$ cat config.mk
export PLATFORM = sky130hd
export DESIGN_NAME = int_to_float_pipe_flat
export DESIGN_NICKNAME = d
export VERILOG_FILES = /design/src/rtl/int_to_float_pkg.sv /design/src/rtl/int_to_float_pipe_if.sv /design/src/rtl/int_to_float_pipe_lzc.sv /design/src/rtl/int_to_float_pipe.sv /design/src/flat_wrapper.sv
export SDC_FILE = /design/constraint.sdc
export NUM_CORES = 1
export LEC_CHECK = 0
export ABC_AREA = 0
export CORE_MARGIN = 1.5
export CORE_UTILIZATION = 55
export CTS_CLUSTER_SIZE = 10
export DETAILED_ROUTE_END_ITERATION = 6
export GPL_TIMING_DRIVEN = 0
export PLACE_DENSITY = 0.77
export SETUP_SLACK_MARGIN = 0.3
export SYNTH_ARGS = -nofsm -noshare
export SYNTH_HDL_FRONTEND = slang
export SYNTH_SLANG_ARGS = --single-unit
export TNS_END_PERCENT = 30
$ cat constraint.sdc
create_clock -name clk -period 5.58 [get_ports clk]
set_clock_uncertainty 0.2 [all_clocks]
set_input_delay 1.116 -clock clk [delete_from_list [all_inputs] [get_ports clk]]
set_output_delay 1.116 -clock clk [all_outputs]
set_load 0.01 [all_outputs]
$ cat src/rtl/int_to_float_pkg.sv
// Shared types for the integer-to-float pipeline: input mode, stage control word, output width helper.
package int_to_float_pkg;

  typedef enum logic {
    MODE_SIGN_MAG = 1'b0,
    MODE_TWOS     = 1'b1
  } mode_e;

  // Control fields carried alongside every pipeline stage.
  typedef struct packed {
    logic  vld;
    logic  sign;
    mode_e mode;
  } stage_ctl_t;

  function automatic int y_width(input int exp_w, input int frac_w);
    return 1 + exp_w + frac_w;
  endfunction

endpackage

$ cat src/rtl/int_to_float_pipe_if.sv
// Sample-in / float-out handshake bundle; master is the source+sink side, slave is the converter.
interface int_to_float_pipe_if #(
  parameter int IN_W   = 8,
  parameter int EXP_W  = 4,
  parameter int FRAC_W = 8
);
  import int_to_float_pkg::*;

  logic                                  in_valid;
  logic                                  in_ready;
  logic [IN_W-1:0]                       in_data;
  mode_e                                 in_mode;
  logic                                  out_valid;
  logic                                  out_ready;
  logic [y_width(EXP_W, FRAC_W)-1:0]     out_y;
  logic                                  out_inexact;

  modport master (
    output in_valid, in_data, in_mode, out_ready,
    input  in_ready, out_valid, out_y, out_inexact
  );

  modport slave (
    input  in_valid, in_data, in_mode, out_ready,
    output in_ready, out_valid, out_y, out_inexact
  );

endinterface

$ cat src/rtl/int_to_float_pipe_lzc.sv
// Leading-zero counter, combinational; all-zero input returns W.
module lzc #(
  parameter int W = 8
) (
  input  logic [W-1:0]             i_dat,
  output logic [$clog2(W+1)-1:0]   o_cnt
);
  localparam int CW = $clog2(W+1);

  // Ascending scan: the highest set bit is the last to overwrite the count.
  always_comb begin
    o_cnt = CW'(W);
    for (int i = 0; i < W; i++) begin
      if (i_dat[i]) o_cnt = CW'(W - 1 - i);
    end
  end

endmodule

$ cat src/rtl/int_to_float_pipe.sv
// Integer to {sign, exp, frac} converter with round-to-nearest-even; 3-cycle latency, 1 sample/cycle.
// Whole pipeline stalls while the output stage holds an unaccepted result; bubbles are kept.
module int_to_float_pipe #(
  parameter int IN_W   = 8,
  parameter int EXP_W  = 4,
  parameter int FRAC_W = 8
) (
  input  logic                 clk,
  input  logic                 rst_n,
  int_to_float_pipe_if.slave   bus
);
  import int_to_float_pkg::*;

  localparam int Y_W   = y_width(EXP_W, FRAC_W);
  localparam int LZ_W  = $clog2(IN_W + 1);
  localparam int EXT_W = IN_W + FRAC_W + 2;

  if ((2 ** EXP_W) - 1 < IN_W) begin : g_bad_exp_w
    $error("EXP_W too small to encode exponent IN_W");
  end

  typedef struct packed {
    stage_ctl_t      ctl;
    logic [IN_W-1:0] mag;
  } s1_t;

  typedef struct packed {
    stage_ctl_t       ctl;
    logic [EXP_W-1:0] exp;
    logic [IN_W-1:0]  norm;
  } s2_t;

  s1_t              r_s1, w_s1_nxt;
  s2_t              r_s2, w_s2_nxt;
  logic             r_s3_vld;
  logic [Y_W-1:0]   r_y;
  logic             r_inexact;

  logic             w_en;
  logic [LZ_W-1:0]  w_lz;
  logic [EXT_W-1:0] w_ext;
  logic [FRAC_W-1:0] w_kept;
  logic             w_guard, w_sticky, w_sign3;
  logic [FRAC_W:0]  w_rnd;
  logic [FRAC_W-1:0] w_frac;
  logic [EXP_W-1:0] w_exp3;

  assign w_en          = !r_s3_vld | bus.out_ready;
  assign bus.in_ready  = w_en;
  assign bus.out_valid = r_s3_vld;
  assign bus.out_y     = r_y;
  assign bus.out_inexact = r_inexact;

  // S1: sign and magnitude; two's complement min value maps to 2^(IN_W-1).
  always_comb begin
    w_s1_nxt.ctl.vld  = bus.in_valid;
    w_s1_nxt.ctl.sign = bus.in_data[IN_W-1];
    w_s1_nxt.ctl.mode = bus.in_mode;
    if (bus.in_mode == MODE_TWOS)
      w_s1_nxt.mag = bus.in_data[IN_W-1] ? -bus.in_data : bus.in_data;
    else
      w_s1_nxt.mag = {1'b0, bus.in_data[IN_W-2:0]};
  end

  lzc #(.W(IN_W)) u_lzc (
    .i_dat (r_s1.mag),
    .o_cnt (w_lz)
  );

  // S2: normalise; a zero magnitude yields lz = IN_W and hence exp = 0.
  always_comb begin
    w_s2_nxt.ctl  = r_s1.ctl;
    w_s2_nxt.exp  = EXP_W'(IN_W) - EXP_W'(w_lz);
    w_s2_nxt.norm = r_s1.mag << w_lz;
  end

  // S3: pad below norm so guard/sticky are simply zero when FRAC_W >= IN_W.
  always_comb begin
    w_ext    = {r_s2.norm, {(FRAC_W+2){1'b0}}};
    w_kept   = w_ext[EXT_W-1 -: FRAC_W];
    w_guard  = w_ext[EXT_W-1-FRAC_W];
    w_sticky = |w_ext[EXT_W-2-FRAC_W:0];
    w_rnd    = {1'b0, w_kept} + {{FRAC_W{1'b0}}, w_guard & (w_sticky | w_kept[0])};
    w_frac   = w_rnd[FRAC_W] ? w_rnd[FRAC_W:1] : w_rnd[FRAC_W-1:0];
    w_exp3   = r_s2.exp + EXP_W'(w_rnd[FRAC_W]);
    w_sign3  = r_s2.ctl.sign & !((r_s2.ctl.mode == MODE_TWOS) && (r_s2.norm == '0));
  end

  always_ff @(posedge clk or negedge rst_n) begin
    if (!rst_n) begin
      r_s1      <= '0;
      r_s2      <= '0;
      r_s3_vld  <= 1'b0;
      r_y       <= '0;
      r_inexact <= 1'b0;
    end else if (w_en) begin
      r_s1      <= w_s1_nxt;
      r_s2      <= w_s2_nxt;
      r_s3_vld  <= r_s2.ctl.vld;
      r_y       <= {w_sign3, w_exp3, w_frac};
      r_inexact <= w_guard | w_sticky;
    end
  end

endmodule

$ cat src/flat_wrapper.sv
// flat-port wrapper written by rule: the top's interface ports become plain ports
module int_to_float_pipe_flat import int_to_float_pkg::*;
#(
  parameter int IN_W   = 8,
  parameter int EXP_W  = 4,
  parameter int FRAC_W = 8
)
  (clk, rst_n, bus_in_valid, bus_in_data, bus_in_mode, bus_out_ready, bus_in_ready, bus_out_valid, bus_out_y, bus_out_inexact);
  int_to_float_pipe_if #(.IN_W(IN_W), .EXP_W(EXP_W), .FRAC_W(FRAC_W)) bus_i ();
  input  logic clk;
  input  logic rst_n;
  input wire logic [$bits(bus_i.in_valid)-1:0] bus_in_valid;
  input wire logic [$bits(bus_i.in_data)-1:0] bus_in_data;
  input wire logic [$bits(bus_i.in_mode)-1:0] bus_in_mode;
  input wire logic [$bits(bus_i.out_ready)-1:0] bus_out_ready;
  output wire logic [$bits(bus_i.in_ready)-1:0] bus_in_ready;
  output wire logic [$bits(bus_i.out_valid)-1:0] bus_out_valid;
  output wire logic [$bits(bus_i.out_y)-1:0] bus_out_y;
  output wire logic [$bits(bus_i.out_inexact)-1:0] bus_out_inexact;
  assign bus_i.in_valid = bus_in_valid;
  assign bus_i.in_data = bus_in_data;
  assign bus_i.in_mode = bus_in_mode;
  assign bus_i.out_ready = bus_out_ready;
  assign bus_in_ready = bus_i.in_ready;
  assign bus_out_valid = bus_i.out_valid;
  assign bus_out_y = bus_i.out_y;
  assign bus_out_inexact = bus_i.out_inexact;
  int_to_float_pipe #(.IN_W(IN_W), .EXP_W(EXP_W), .FRAC_W(FRAC_W)) u_core (.clk(clk), .rst_n(rst_n), .bus(bus_i));
endmodule
---- Word-level counts from Yosys, hierarchy flattened ----
Index checks and enable logic that the tools add are counted.
storage, ports and cells
  RAM bits ................................ 0
  latch bits .............................. 0
  bits in read-only memories .............. 0
  register bits ........................... 40
  logic and storage cells ................. 30
  output and inout port bits .............. 16
  memories kept ........................... 0
  input port bits ......................... 13
cells by class
  multiply operators ...................... 0
  reduce and logical (&&, ||, !) cells .... 4
  shift-type cells ........................ 1
  div/mod/pow operators ................... 0
  equality and inequality tests ........... 0
  muxes and demuxes ....................... 10
  bitwise logic cells ..................... 2
  add/subtract/negate cells ............... 2
  magnitude comparators ................... 0
operators by type and width
  operator               number
  $mux W4                8
  $mux W8                2
  $logic_not A8 Y1       1
  $neg A8 Y8             1
  $shl A8 B4 Y8          1
  $sub A4 B4 Y4 const A  1
  $logic_not A1 Y1       2
  $and A1 B1 Y1          1
  $logic_and A1 B1 Y1    1
  $or A1 B1 Y1           1

---- Depth between registers and ports, before layout ----
  depth in word-level cells ............... 9
  depth in mapped cells ................... 7
  depth with buffers taken out ............ 6

---- Cells and area by module ----
From an unflattened synthesis, not the netlist that was laid out.
unflattened totals
  cell total of the unflattened synthesis .. 212
  area, all modules ....................... 2004.4 µm²
modules (own cells, without submodules)
  module             times used  cells each  area an instance (µm²)  seq. area each (µm²)
  int_to_float_pipe  1           198         1918.1                  1001.0
  lzc                1           14          86.3                    0.0

---- Worst setup path before layout ----
Ideal clock, no wire load.
  path type ............................... input port to output port
  from .................................... input bus_out_ready
  to ...................................... output bus_in_ready
  path buffers ............................ 1
  slack ................................... 2596 ps
  stages .................................. 3
  data required time ...................... 4264 ps
  data arrival time ....................... 1668 ps
  cell sequence ........................... nor2b_1 -> clkinv_1 -> clkbuf_1
on the way
  longest elaborated chain between the ends .. 1
RTL lines
  item          RTL line                 RTL
  from (decl)   flat_wrapper.sv:15       input wire logic [$bits(bus_i.out_ready)-1:0] bus_out_ready;
  $or A1 B1 Y1  int_to_float_pipe.sv:48  assign w_en = !r_s3_vld | bus.out_ready;
  to (decl)     flat_wrapper.sv:16       output wire logic [$bits(bus_i.in_ready)-1:0] bus_in_ready;
Every way passes these cells.

---- Worst setup path after layout ----
Ends and elaborated chain as after synthesis.

==> results.yml <==
outcome:
  outcome: "complete, no violations"
clocking:
  clock-sinks: 40
  numCtsBuffers: 5
  cts-resized-gates: 0
  path_clk_slew_ns: 0.08
  postCtsSetupBuffers: 0
  ctsHoldBuffers: 0
  cts_max_level: 2
  clock_path_buffers: 2
  clkLatencyLatePin_ns: 0.30
  cts_tree: "built"
  root_buffer: "clkbuf_8"
route:
  via_per_inst: 5.38
  wl_met3_um: 148
  dr.pass1.iters: 4
  drtIter0Drc: 152
  met1_length_um: 2060
  dr_wl_met2_um: 2150
  wirelength_um: 4410
  route.detailed.drc: 0
  wire_per_inst_um: 13.6
  vias: 1750
  highest_layer: "met4"
  drtAntennaViolNets: 0
place:
  post-place-ws_ns: 1.39
  dpl.hpwl_um: 3120
  place_congestion: 0.918
  port_buffers: 27
worst_setup_path:
  cp-start-kind: "input pin"
  cpPeakStageDelay_ns: 0.64
  critPathTopFamily: "buffers and inverters"
  required_ns: 4.26
  cp.arrival_ns: 2.88
  crit_fanout: 10
  slowest_stage: "clkdlybuf4s50_1"
  cpMostUsedCell: "clkdlybuf4s50_1"
  reg2reg_depth: 7
  cp-end-kind: "primary output"
  path_cells: "clkdlybuf4s50_1, nor2b_1, clkinv_1, clkbuf_1, clkdlybuf4s50_1"
  worst-path-stages: 5
  crit_buf_inv: 4
  critPathKind: "in2out"
layout:
  fillers: 301
  area_delta_synth_final_pct: 21.1
  final_common_cell: "nand2_1"
  antenna_cells: 0
  drive_above_1_share: 0.105
  layout_common_cells: "nand2_1, dfrtp_1, clkdlybuf4s50_1"
  layout.nets: 291
synthesis:
  syn-mean-instance-area_um2: 8.61
  synth_top_cell_area_share: 0.480
  synthesis.area_um2: 2080
  synth.area.top_cells: "dfrtp_1, nand2_1, o21ai_0"
  ys_types: 49
  synthCells: 242
  ys_ff_latch: 40
  synth_warnings: 0
  synth_area_leader_cell: "dfrtp_1"
  ys_seq_area_frac: 0.480
  synthArstFlopShare: 1.00
  synth_nets: 257
  synth_edf_count: 0
  ys.flop_type: "dfrtp_1"
timing:
  slew_headroom: 0.425
  fin_crit_sh: 0.752
  hold_viol_final: 0
  tightest_slew_ns: 0.862
  max_freq_mhz: 238
  setup_viol_count_final: 0
  final-max-slew-violation-count: 0
  tns_ns: 0
  rsz0062_at_grt: "false"
  period_minus_slack_ns: 4.20
  setup_ws_ns: 1.38
global_route:
  grt_pass1_vias: 1651
  grt_max_degree: 41
  grt_antenna_before_repair: 0
  grt_pass1_wl_um: 7750
  grtUsageTotal: 0.244
  grt.overflow.total: 0
power:
  powerDensity_nw_per_um2: 461
  power_uw: 1160
  ir_worst_vdd_v: 0.000244
  p_leak_uw: 0.00115
floorplan:
  core_um2: 3660
  fp-row-count: 22
  pin_count: 29
  initial_core_util: 0.569
  die-height_um: 64.6
  die_x_um: 64.6
  dieArea_um2: 4170
job:
  drv_cap: 0
worst_hold_path:
  holdPathStages: 2
  hp-class: "reg2reg"
[Yosys cell counts, types with 2 or more instances]
cell / n
nand2_1: 78
dfrtp_1: 40
nor2_1: 18
o21ai_0: 17
a21oi_1: 11
clkbuf_1: 5
xnor2_1: 5
buf_2: 4
buf_4: 4
inv_1: 4
mux2i_1: 3
nand3_1: 3
nor2b_1: 3
a211oi_1: 2
a31oi_1: 2
a32oi_1: 2
buf_1: 2
buf_6: 2
ha_1: 2
nand2b_1: 2
nor3_1: 2
nor4_1: 2
o31ai_1: 2
or3_1: 2
[area by class of cell]
cell class,count,area [um^2],share of cell area
tap,48,60.1,0.0238
clock inverter,3,46.3,0.0183
buffer,17,98.8,0.0391
multi-input combinational,179,960,0.380
inverter,6,25.0,0.00991
clock buffer,5,68.8,0.0273
sequential,40,1000,0.396
timing repair buffer,27,265,0.105
[worst paths after layout]
| path | slack, ns | to | start |
|---|---|---|---|
| setup / recovery | 1.38 | bus_in_ready | bus_out_ready |
| hold / removal | 0.27 | u_core.bus.out_y[2] | u_core.bus.out_y[2] |
| setup reg to reg | 3.60 | u_core.r_s2[10] | u_core.r_s1[7] |
| hold reg to reg | 0.27 | u_core.bus.out_y[2] | u_core.bus.out_y[2] |
| max in group asynchronous | 3.93 | u_core.w_kept[5] | rst_n |
| min in group asynchronous | 0.71 | u_core.bus.out_y[10] | rst_n |
[power by group]
part | internal (uW) | switching [uW]
Clock | 135 | 112
Sequential | 388 | 58.5
Combinational | 218 | 252
Total | 741 | 423
[worst register-to-register path: cells and delay by family (launching register included)]
kind	cells	cell delay, ns
AOI/OAI and AO/OA	2	0.27
xor gates and xnor gates	1	0.15
adders and majority gates	1	0.21
buffers and inverters	1	0.16
DFF	1	0.36
and+or+nand+nor	2	0.50
[routing by layer]
metal  global-route usage  up-vias
li1                     -      879
met3               0.0365        5
met2                0.395       41
met1                0.330      825
met5                    0        -
met4                0.104        0
[per-stage QoR]
step           hold WS [ns]  area (um^2)  instances   util
5_1_grt               0.291         2520        325  0.690
4_1_cts               0.274         2520        325  0.690
2_1_floorplan         0.230         2080        242      -
3_5_place_dp          0.251         2410        317  0.658
3_3_place_gp          0.240         2410        317  0.660
6_report              0.267         2520        325  0.690
[state kept, by name (all words and copies together), names as in the netlist]
name	count
u_core.w_kept	8
u_core.r_s1	11
u_core.bus.out_y	13
u_core.bus.out_valid	1
u_core.r_s2	7
[logic make-up after synthesis]
group,Yosys count,share of synthesized area
and+or+nand+nor,118,0.246
AOI/OAI and AO/OA,49,0.161
DFF,40,0.480
buffers and inverters,23,0.0594
xor gates and xnor gates,6,0.0252
muxes,3,0.0144
adders and majority gates,2,0.0120
other,1,0.00180
(Power assumes the default switching activity.)
